<file path="config.mk">
export PLATFORM = sky130hd
export DESIGN_NAME = inst_b_dec
export DESIGN_NICKNAME = d
export VERILOG_FILES = /design/src/rtl/rv_pkg.sv /design/src/rtl/b_fields_comb.sv /design/src/rtl/inst_b_dec.sv
export SDC_FILE = /design/constraint.sdc
export NUM_CORES = 1
export LEC_CHECK = 0
export CORE_ASPECT_RATIO = 0.5
export CORE_MARGIN = 3
export CORE_UTILIZATION = 34
export CTS_CLUSTER_SIZE = 24
export DETAILED_ROUTE_END_ITERATION = 8
export PLACE_DENSITY_LB_ADDON = 0.12
export SETUP_SLACK_MARGIN = 0.1
export SKIP_LAST_GASP = 1
export SLEW_MARGIN = 20
export SYNTH_ARGS = -nofsm -noshare
export SYNTH_HDL_FRONTEND = slang
export SYNTH_HIERARCHICAL = 1
export SYNTH_SLANG_ARGS = --single-unit
</file>
<file path="constraint.sdc">
create_clock -name clk -period 0.8 [get_ports clk]
set_input_delay 0.16 -clock clk [delete_from_list [all_inputs] [get_ports clk]]
set_output_delay 0.16 -clock clk [all_outputs]
set_load 0.01 [all_outputs]
</file>
<file path="src/rtl/rv_pkg.sv">
// rtl/rv_pkg.sv - shared RV32I decode constants
// Purpose: opcode, funct3 and br_type bit-index constants for branch decode.
// Ports: none (package).
package rv_pkg;

    localparam logic [6:0] OPC_BRANCH = 7'b1100011;

    localparam logic [2:0] F3_BEQ  = 3'b000;
    localparam logic [2:0] F3_BNE  = 3'b001;
    localparam logic [2:0] F3_BLT  = 3'b100;
    localparam logic [2:0] F3_BGE  = 3'b101;
    localparam logic [2:0] F3_BLTU = 3'b110;
    localparam logic [2:0] F3_BGEU = 3'b111;

    localparam int BR_W    = 6;
    localparam int BR_BEQ  = 0;
    localparam int BR_BNE  = 1;
    localparam int BR_BLT  = 2;
    localparam int BR_BGE  = 3;
    localparam int BR_BLTU = 4;
    localparam int BR_BGEU = 5;

endpackage

</file>
<file path="src/rtl/b_fields_comb.sv">
// rtl/b_fields_comb.sv - combinational B-type field split and branch classify
// Purpose: positional field extraction, B-immediate assembly, condition decode.
// Ports:
//   i_word       32-bit raw instruction
//   o_imm_msb..o_opcode  positional fields
//   o_imm_b      sign-extended branch offset
//   o_br_type    one-hot branch condition (zero if not a legal branch)
//   o_is_branch  branch opcode with legal funct3
//   o_illegal    branch opcode with reserved funct3 (010/011)
module b_fields_comb
    import rv_pkg::*;
(
    input  logic [31:0]     i_word,
    output logic [6:0]      o_imm_msb,
    output logic [4:0]      o_rs2,
    output logic [4:0]      o_rs1,
    output logic [2:0]      o_funct3,
    output logic [4:0]      o_imm_lsb,
    output logic [6:0]      o_opcode,
    output logic [31:0]     o_imm_b,
    output logic [BR_W-1:0] o_br_type,
    output logic            o_is_branch,
    output logic            o_illegal
);

    logic w_is_opc;

    assign o_imm_msb = i_word[31:25];
    assign o_rs2     = i_word[24:20];
    assign o_rs1     = i_word[19:15];
    assign o_funct3  = i_word[14:12];
    assign o_imm_lsb = i_word[11:7];
    assign o_opcode  = i_word[6:0];

    // Offset bit 12 lives in iw[31] and bit 11 in iw[7]; bit 0 is implicit zero.
    assign o_imm_b = {{19{i_word[31]}}, i_word[31], i_word[7],
                      i_word[30:25], i_word[11:8], 1'b0};

    assign w_is_opc = (i_word[6:0] == OPC_BRANCH);

    always_comb begin
        o_br_type = '0;
        if (w_is_opc) begin
            case (i_word[14:12])
                F3_BEQ:  o_br_type[BR_BEQ]  = 1'b1;
                F3_BNE:  o_br_type[BR_BNE]  = 1'b1;
                F3_BLT:  o_br_type[BR_BLT]  = 1'b1;
                F3_BGE:  o_br_type[BR_BGE]  = 1'b1;
                F3_BLTU: o_br_type[BR_BLTU] = 1'b1;
                F3_BGEU: o_br_type[BR_BGEU] = 1'b1;
                default: o_br_type = '0;
            endcase
        end
    end

    // Any set br_type bit implies a legal branch; reserved funct3 leaves it zero.
    assign o_is_branch = |o_br_type;
    assign o_illegal   = w_is_opc && (i_word[14:13] == 2'b01);

endmodule

</file>
<file path="src/rtl/inst_b_dec.sv">
// rtl/inst_b_dec.sv - registered RV32I B-type instruction decoder
// Purpose: one-cycle registered decode of branch fields, offset and condition.
// Ports:
//   clk, rst_n        clock, asynchronous active-low reset
//   in_valid          instruction_word valid this cycle
//   instruction_word  raw 32-bit instruction
//   out_valid         registered in_valid
//   imm_MSB, rs2, rs1, funct3, imm_LSB, opcode  registered positional fields
//   imm_b             registered sign-extended branch offset
//   br_type           registered one-hot condition
//   is_branch, illegal  registered classification, qualified by in_valid
module inst_b_dec
    import rv_pkg::*;
(
    input  logic            clk,
    input  logic            rst_n,
    input  logic            in_valid,
    input  logic [31:0]     instruction_word,
    output logic            out_valid,
    output logic [6:0]      imm_MSB,
    output logic [4:0]      rs2,
    output logic [4:0]      rs1,
    output logic [2:0]      funct3,
    output logic [4:0]      imm_LSB,
    output logic [6:0]      opcode,
    output logic [31:0]     imm_b,
    output logic [BR_W-1:0] br_type,
    output logic            is_branch,
    output logic            illegal
);

    logic [6:0]      w_imm_msb;
    logic [4:0]      w_rs2;
    logic [4:0]      w_rs1;
    logic [2:0]      w_funct3;
    logic [4:0]      w_imm_lsb;
    logic [6:0]      w_opcode;
    logic [31:0]     w_imm_b;
    logic [BR_W-1:0] w_br_type;
    logic            w_is_branch;
    logic            w_illegal;

    logic            r_valid;
    logic [6:0]      r_imm_msb;
    logic [4:0]      r_rs2;
    logic [4:0]      r_rs1;
    logic [2:0]      r_funct3;
    logic [4:0]      r_imm_lsb;
    logic [6:0]      r_opcode;
    logic [31:0]     r_imm_b;
    logic [BR_W-1:0] r_br_type;
    logic            r_is_branch;
    logic            r_illegal;

    b_fields_comb u_fields (
        .i_word      (instruction_word),
        .o_imm_msb   (w_imm_msb),
        .o_rs2       (w_rs2),
        .o_rs1       (w_rs1),
        .o_funct3    (w_funct3),
        .o_imm_lsb   (w_imm_lsb),
        .o_opcode    (w_opcode),
        .o_imm_b     (w_imm_b),
        .o_br_type   (w_br_type),
        .o_is_branch (w_is_branch),
        .o_illegal   (w_illegal)
    );

    // Fields load every cycle regardless of in_valid; only the two flags are
    // qualified so a stale word can never look like a branch.
    always_ff @(posedge clk or negedge rst_n) begin
        if (!rst_n) begin
            r_valid     <= 1'b0;
            r_imm_msb   <= '0;
            r_rs2       <= '0;
            r_rs1       <= '0;
            r_funct3    <= '0;
            r_imm_lsb   <= '0;
            r_opcode    <= '0;
            r_imm_b     <= '0;
            r_br_type   <= '0;
            r_is_branch <= 1'b0;
            r_illegal   <= 1'b0;
        end else begin
            r_valid     <= in_valid;
            r_imm_msb   <= w_imm_msb;
            r_rs2       <= w_rs2;
            r_rs1       <= w_rs1;
            r_funct3    <= w_funct3;
            r_imm_lsb   <= w_imm_lsb;
            r_opcode    <= w_opcode;
            r_imm_b     <= w_imm_b;
            r_br_type   <= w_br_type;
            r_is_branch <= in_valid & w_is_branch;
            r_illegal   <= in_valid & w_illegal;
        end
    end

    assign out_valid = r_valid;
    assign imm_MSB   = r_imm_msb;
    assign rs2       = r_rs2;
    assign rs1       = r_rs1;
    assign funct3    = r_funct3;
    assign imm_LSB   = r_imm_lsb;
    assign opcode    = r_opcode;
    assign imm_b     = r_imm_b;
    assign br_type   = r_br_type;
    assign is_branch = r_is_branch;
    assign illegal   = r_illegal;

endmodule

</file>
==> flow_summary_export.csv, run 1 <==
group,metric,value,unit
power_and_ir_drop,power.leakage,1.608,nW
clock_network,cts_tree,"yes",
floorplanning,fp-row-count,21,
global_routing,grt_max_degree,38,
layout,area_growth,36.89,%
power_and_ir_drop,finalPower,8.670,mW
route,first_iter_violations,34,
power_and_ir_drop,powerDensity,2583,nW/um^2
floorplanning,initial_core_util,35.90,%
critical_path,critPathMaxStageDelay,0.38,ns
global_routing,grt-ovfl-total,0,
route,viasPerCell,3.851,
clock_network,numCtsBuffers,9,
critical_path,endpoint,"br_type[3]",
critical_path,cp_slowest_cell,"dfrtp_1",
yosys,yosys-top-cells-area,"dfrtp_1, buf_4, a2111oi_4",
run_status,status,"finished, violations left",
yosys,synth_nets,192,
critical_path,critPathRequiredTime,0.64,ns
clock_network,cts_sinks,73,
placement,routabilityCongestion,0.7425,
clock_network,cts_root_buf,"clkbuf_16",
clock_network,htree_levels,3,
layout,drive_gt1_share,50.00,%
global_routing,grt.total_usage,11.43,%
global_routing,antenna_found_initial,0,
yosys,synth-seq-cells,73,
route,vias,1240,
yosys,syn_inst,157,
sta,final.min_clock_period,1.002,ns
route,dr.pass1.iters,4,
yosys,postSynthAreaPerCell,15.62,um^2
route,final_antenna_net_count,0,
run,maxCapViolCount,0,
layout,diodes,0,
floorplanning,dieArea,8330,um^2
floorplanning,core_area,6832,um^2
hold_path,hold_class,"in -> reg",
sta,finalCritPeriodShare,125.3,%
critical_path,crit_chain,"buf_2",
placement,dp_hpwl,2973,um
sta,rsz0062_at_grt,"true",
critical_path,cp.arrival,0.84,ns
floorplanning,fp.dieW,126.1,um
yosys,ys_types,13,
floorplanning,pin_count,108,
run_status,violations,"negative setup slack",
sta,layout_setup_ws,-0.2022,ns
sta,fmax,997.8,MHz
power_and_ir_drop,ir_worst_vdd,1778,uV
sta,setup_viol,73,
sta,hold_violations,0,
global_routing,grt_pass1_wl,7010,um
yosys,ys.warnings.count,6,
critical_path,crit_family,"flip-flops",
critical_path,path_class,"reg -> out",
yosys,netlist.area_leader.share,74.49,%
clock_network,cts_buffer_depth,2,
yosys,synth_seq_area_share,74.49,%
yosys,synth_area,2452,um^2
global_routing,grt_pass1_vias,1327,
critical_path,cp-end-kind,"output port",
critical_path,critPathBufInv,1,
route,routed_wl,4289,um
floorplanning,die_y,66.06,um
sta,fin_tns_setup,-12.65,ns
placement,portBuffers,107,
route,drc,0,
critical_path,critPathMaxFanout,1,
clock_network,path_clk_slew,0.05,ns
critical_path,path_depth,1,
yosys,yosys.area.top_type,"dfrtp_1",
route,routedWlPerCell,13.32,um
layout,fin_nets,260,
critical_path,start_kind,"register",
critical_path,crit_start,"br_type[3]$_DFF_PN0_",
sta,finalMaxSlewViolations,0,
layer usage:
layer	up-vias	share of wire (%)	track usage, %
met1	616	39	12.33
met3	2	10	7.823
met5	-	0	0
met4	0	0.70	3.610
li1	565	-	-
met2	57	50	18.25
state kept, by name, indices dropped and copies added (netlist names):
| name | count |
|---|---|
| imm_MSB | 7 |
| imm_LSB | 5 |
| imm_b | 32 |
| br_type | 6 |
| funct3 | 3 |
| rs2 | 5 |
| opcode | 7 |
| is_branch | 1 |
| out_valid | 1 |
| illegal | 1 |
| rs1 | 5 |
cells in the final DEF (no fill, tap or decap), drive strengths merged:
| master | synthesis | final |
|---|---|---|
| buf | 65 | 88 |
| dfrtp | 73 | 73 |
| clkdlybuf4s50 | 0 | 23 |
| clkbuf | 0 | 13 |
| dlygate4sd3 | 0 | 5 |
| nor3 | 5 | 5 |
| clkinv | 0 | 3 |
| and2 | 2 | 2 |
| bufinv | 0 | 2 |
| dlygate4sd2 | 0 | 2 |
| nor4 | 2 | 2 |
| nand2 | 2 | 2 |
| nand4bb | 2 | 2 |
| inv | 2 | 2 |
| clkinvlp | 0 | 1 |
| clkdlybuf4s15 | 0 | 1 |
| nand4b | 1 | 1 |
| nand2b | 1 | 1 |
| a2111oi | 1 | 1 |
| conb | 1 | 1 |
how the worst min path moves through the flow:
stage / start / end / slack, ns / cells past startpoint
after floorplan: rst_n / br_type[0]$_DFF_PN0_ / -0.14 / 0
after global placement: rst_n / imm_b[31]$_DFF_PN0_ / 0.15 / 2
after detailed placement: rst_n / imm_b[25]$_DFF_PN0_ / 0.15 / 2
after CTS: instruction_word[4] / opcode[4]$_DFF_PN0_ / 0.002 / 2
after global routing: instruction_word[4] / opcode[4]$_DFF_PN0_ / 0.004 / 2
final: instruction_word[4] / opcode[4]$_DFF_PN0_ / 0.02 / 2
repair_timing:
item | CTS | global route
hold endpoints to repair | 76 | 1
resized for setup | 331 | 14
pin swaps | 4 | 6
endpoints found under the setup margin | 81 | 79
setup buffers | 2 | 1
hold buffers | 4 | 1
cell usage after synthesis (all sizes together):
cell     instances
nand2            2
inv              2
nand4b           1
conb             1
buf             65
nor3             5
and2             2
nand4bb          2
nor4             2
dfrtp           73
a2111oi          1
nand2b           1
cells by family (layout without fill, tap and decap cells):
| logic type | count (synthesis) | count (layout) | synth area share [%] |
|---|---|---|---|
| buffers and inverters | 67 | 140 | 20.36 |
| AOI/OAI and AO/OA | 1 | 1 | 1.123 |
| DFF | 73 | 73 | 74.49 |
| and+or+nand+nor | 15 | 15 | 3.878 |
| other | 1 | 1 | 0.1529 |
power by group:
part	leakage [nW]	switching [mW]	internal [mW]
sequential	0.869	0.0433	3.86
clock	0.152	1.39	2.71
combinational	0.587	0.323	0.343
final cells by class:
type,count,area (um^2)
clock inverters,6,82.58
multi-input cells,17,187.7
fillers,635,3475
repair buffers,122,908.4
well taps,92,115.1
clock buffers,10,229.0
flip-flops and latches,73,1827
inverters,2,7.507
stage by stage:
stage | hold slack [ns] | cell area, um^2 | utilization (%) | worst slack (ns) | cells
final | 0.01527 | 3357 | 49.14 | -0.2022 | 322
after global routing | 0.004366 | 3357 | 49.14 | -0.2424 | 322
after CTS | 0.001945 | 3288 | 48.13 | -0.2150 | 320
after detailed placement | 0.1485 | 3222 | 47.16 | -0.5569 | 298
after global placement | 0.1460 | 3222 | 47.16 | -0.5223 | 298
after floorplan | -0.1356 | 2452 | - | -0.05574 | 157
Power figures use the tool's default switching activity.
==> inputs of run 2 (changes only) <==
- clock period: 0.8 -> 1.18 ns (I/O delays scaled with it)
==> flow_summary_export.csv, run 2 (synthesis gave the netlist of run 1 again) <==
group,metric,value,unit
sta,hold_violations,0,
critical_path,critPathMaxFanout,1,
placement,place_area,3222,um^2
layout,drive_gt1_share,46.43,%
critical_path,critPathMaxStageDelay,0.37,ns
route,vias,1199,
clock_network,cts_sinks,73,
layout,final_common_cell,"dfrtp_1",
critical_path,cp_slowest_cell,"dfrtp_1",
layout,seq_area,1827,um^2
placement,dp_hpwl,2716,um
floorplanning,pin_count,108,
clock_network,numCtsBuffers,9,
run,maxCapViolCount,0,
sta,setup_viol,0,
run_status,status,"complete, no violations",
sta,final.min_clock_period,1.072,ns
sta,finalMaxSlewViolations,0,
floorplanning,fp-row-count,21,
critical_path,critPathRequiredTime,0.94,ns
power_and_ir_drop,seq_power_share,48.9,%
layout,diodes,0,
sta,finalCritPeriodShare,90.82,%
power_and_ir_drop,ir_worst_vdd,874.0,uV
critical_path,cp-end-kind,"output port",
global_routing,grt_pass1_vias,1225,
layout,fin_nets,255,
route,dr.pass1.iters,4,
route,routedWlPerCell,12.67,um
layout,finish.instance_area,3239,um^2
power_and_ir_drop,powerDensity,1671,nW/um^2
layout,multi_input_area,190.2,um^2
clock_network,path_clk_slew,0.05,ns
clock_network,htree_levels,3,
route,drc,0,
placement,post-place-ws,-0.3913,ns
floorplanning,fp.dieW,126.1,um
clock_network,cts_tree,"yes",
critical_path,crit_family,"flip-flops",
placement,portBuffers,107,
layout,largest_reg_flops,32,
layout,area_growth,32.09,%
critical_path,crit_chain,"buf_2",
sta,fmax,933.1,MHz
critical_path,cp.arrival,0.84,ns
route,viasPerCell,3.794,
power_and_ir_drop,p_clk_share,43.2,%
floorplanning,dieArea,8330,um^2
floorplanning,initial_core_util,35.90,%
clock_network,cts_buffer_depth,2,
critical_path,start_kind,"register",
global_routing,antenna_found_initial,0,
sta,hold-worst-slack,0.06107,ns
sta,layout_setup_ws,0.1083,ns
hold_path,hold_class,"in -> reg",
critical_path,path_class,"reg -> out",
power_and_ir_drop,power.leakage,1.574,nW
sta,fin_tns_setup,0,ns
power_and_ir_drop,switching_share,20.87,%
power_and_ir_drop,power_frac_comb,7.9,%
global_routing,grt.total_usage,10.78,%
global_routing,grt-ovfl-total,0,
route,routed_wl,4004,um
sta,rsz0062_at_grt,"true",
global_routing,grt_max_degree,74,
clock_network,cts_root_buf,"clkbuf_16",
route,final_antenna_net_count,0,
floorplanning,core_area,6832,um^2
layout,final_cell_mix,"dfrtp_1, buf_2, clkdlybuf4s50_1",
critical_path,critPathBufInv,1,
placement,routabilityCongestion,0.6878,
clock_network,post_cts_buffers,0,
global_routing,grt_pass1_wl,6444,um
power_and_ir_drop,p_int,4.283,mW
route,first_iter_violations,64,
power_and_ir_drop,switchingPower,1.129,mW
layout,fillers,641,
floorplanning,die_y,66.06,um
run 2: final timing paths:
kind / startpoint / to / slack, ns / depth (start not counted)
setup / recovery: br_type[3]$_DFF_PN0_ / br_type[3] / 0.11 / 1
hold / removal: instruction_word[2] / opcode[2]$_DFF_PN0_ / 0.06 / 1
max in group asynchronous: rst_n / imm_MSB[4]$_DFF_PN0_ / 0.43 / 3
min in group asynchronous: rst_n / imm_b[14]$_DFF_PN0_ / 0.46 / 3
run 2: metal layers:
layer | vias up | global-route usage (%) | share of wire, %
met2 | 49 | 16.60 | 50
met5 | - | 0 | 0
met3 | 8 | 6.774 | 8.6
met4 | 0 | 5.615 | 1.8
met1 | 590 | 11.64 | 39
li1 | 552 | - | -
run 2: cell type report:
| class | count | area share (%) |
|---|---|---|
| repair buffers | 117 | 25.84 |
| multi-input cells | 17 | 5.871 |
| well taps | 92 | 3.553 |
| clock inverters | 4 | 0.6180 |
| flip-flops and latches | 73 | 56.39 |
| clock buffers | 11 | 7.493 |
| inverters | 2 | 0.2317 |
run 2: repair_timing:
item / 4_1_cts / 5_1_grt
resized for setup: 298 / 14
endpoints found under the setup margin: 80 / 69
endpoints found under the hold margin: 73 / 0
pin swaps: 2 / 1
hold buffers: 1 / 0
run 2: power groups by stage:
stage | sequential, mW | clock, mW | combinational (mW)
floorplan | 2.76 | 0 | 0.165
global placement | 2.69 | 0 | 0.521
detailed placement | 2.69 | 0 | 0.525
CTS | 2.64 | 2.43 | 0.425
global route | 2.66 | 2.57 | 0.468
finish | 2.64 | 2.34 | 0.427
run 2: per-stage QoR:
| step | power [mW] | cells | util, % |
|---|---|---|---|
| finish | 5.412 | 316 | 47.42 |
| global route | 5.695 | 316 | 47.42 |
| CTS | 5.501 | 316 | 46.26 |
| detailed placement | 3.216 | 300 | 47.16 |
| global placement | 3.209 | 300 | 47.16 |
| floorplan | 2.920 | 157 | - |
==> inputs of run 3 (changes only) <==
- DONT_BUFFER_PORTS: unset -> 1
- RECOVER_POWER: unset -> 50
- SKIP_CTS_REPAIR_TIMING: unset -> 1
==> flow_summary_export.csv, run 3 (synthesis gave the netlist of run 1 again) <==
group,metric,value,unit
layout,fillers,641,
layout,finalNonFillerCells,234,
floorplanning,fp-row-count,21,
critical_path,path_class,"in -> reg",
sta,finalCritPeriodShare,83.59,%
layout,drive_gt1_share,12.68,%
clock_network,cts_tree,"yes",
critical_path,start_kind,"input pin",
global_routing,grt_pass1_wl,5154,um
placement,place_inst,185,
critical_path,critPathRequiredTime,1.33,ns
run_status,violations,"negative hold slack",
critical_path,critPathMaxFanout,21,
layout,multi_input_area,126.4,um^2
global_routing,antenna_found_initial,0,
route,routedWlPerCell,15.15,um
layout,seq_area,1827,um^2
floorplanning,die_y,66.06,um
clock_network,htree_levels,3,
sta,rsz0062_at_grt,"false",
power_and_ir_drop,power.leakage,1.195,nW
clock_network,cts_root_buf,"clkbuf_16",
sta,hold-worst-slack,-0.3951,ns
layout,finish.instance_area,2730,um^2
route,final_antenna_net_count,0,
route,viasPerCell,3.915,
global_routing,grt_max_degree,74,
layout,final_common_cell,"dfrtp_1",
floorplanning,core_area,6832,um^2
floorplanning,initial_core_util,35.90,%
placement,place_area,2083,um^2
critical_path,crit_family,"buffers and inverters",
run_status,status,"finished, violations left",
clock_network,cts_buffer_depth,2,
critical_path,cp_slowest_cell,"dlygate4sd3_1",
run,maxCapViolCount,0,
critical_path,cp-end-kind,"register",
placement,routabilityCongestion,0.6454,
layout,area_growth,11.33,%
sta,fin_tns_setup,0,ns
route,drc,0,
route,vias,916,
sta,tightestPinTransition,0.5701,ns
floorplanning,fp.dieW,126.1,um
clock_network,cts_sinks,73,
power_and_ir_drop,ir_worst_vdd,603.8,uV
layout,fin_nets,172,
clock_network,numCtsBuffers,9,
power_and_ir_drop,powerDensity,2042,nW/um^2
hold_path,hold_class,"in -> async",
placement,portBuffers,0,
global_routing,grt-ovfl-total,0,
layout,final_cell_mix,"dfrtp_1, dlygate4sd3_1, clkbuf_16",
sta,fmax,1014,MHz
sta,maxSlewHeadroom,61.87,%
sta,finalMaxSlewViolations,0,
sta,setup_viol,0,
floorplanning,dieArea,8330,um^2
layout,diodes,0,
layout,largest_reg_flops,32,
global_routing,grt_pass1_vias,894,
critical_path,cp.arrival,1.14,ns
floorplanning,pin_count,108,
route,dr.pass1.iters,3,
critical_path,critPathMaxStageDelay,0.90,ns
critical_path,crit_chain,"dlygate4sd3_1",
clock_network,path_clk_slew,0.05,ns
global_routing,grt.total_usage,8.902,%
route,routed_wl,3546,um
sta,hold_violations,73,
placement,dp_hpwl,2364,um
critical_path,critPathBufInv,1,
sta,final.min_clock_period,0.9863,ns
route,first_iter_violations,7,
==> run 3: layer usage <==
layer / wire length [um] / global-route usage, % / part of all wire, %
met1: 1177 / 8.295 / 33
met2: 1764 / 12.63 / 50
met3: 496 / 7.661 / 14
met4: 107 / 6.818 / 3.0
met5: 0 / 0 / 0
==> run 3: final cells by class <==
| cell class | count | share of cell area, % |
|---|---|---|
| tap | 92 | 4.216 |
| clock inverter | 4 | 1.833 |
| inverter | 2 | 0.2750 |
| timing repair buffer | 34 | 12.37 |
| multi-input combinational | 17 | 4.629 |
| clock buffer | 12 | 9.762 |
| sequential | 73 | 66.91 |
==> run 3: worst max-delay path by stage <==
stage / cells past startpoint / end / startpoint / slack (ns)
after floorplan: 4 / is_branch$_DFF_PN0_ / instruction_word[4] / 0.12
after global placement: 3 / is_branch$_DFF_PN0_ / instruction_word[4] / 0.05
after detailed placement: 3 / br_type[1]$_DFF_PN0_ / instruction_word[4] / -0.005
after CTS: 0 / imm_b[7] / imm_b[7]$_DFF_PN0_ / 0.18
after global routing: 1 / imm_b[21]$_DFF_PN0_ / instruction_word[31] / 0.11
final: 1 / imm_MSB[6]$_DFF_PN0_ / instruction_word[31] / 0.19
==> run 3: through the flow <==
stage / utilization, % / hold slack [ns] / power (mW) / setup WS, ns
finish: 39.96 / -0.3951 / 5.575 / 0.1937
global route: 39.96 / -0.4254 / 5.836 / 0.1123
CTS: 35.13 / -0.4146 / 5.586 / 0.1844
detailed placement: 30.49 / -0.05834 / 2.795 / -0.004813
global placement: 30.49 / -0.05811 / 2.795 / 0.04771
floorplan: - / -0.05959 / 2.920 / 0.1215
==> run 3: report_power, final <==
part | internal, mW | switching, mW
sequential | 2.62 | 0.106
combinational | 0.0812 | 0.0379
clock | 1.80 | 0.927
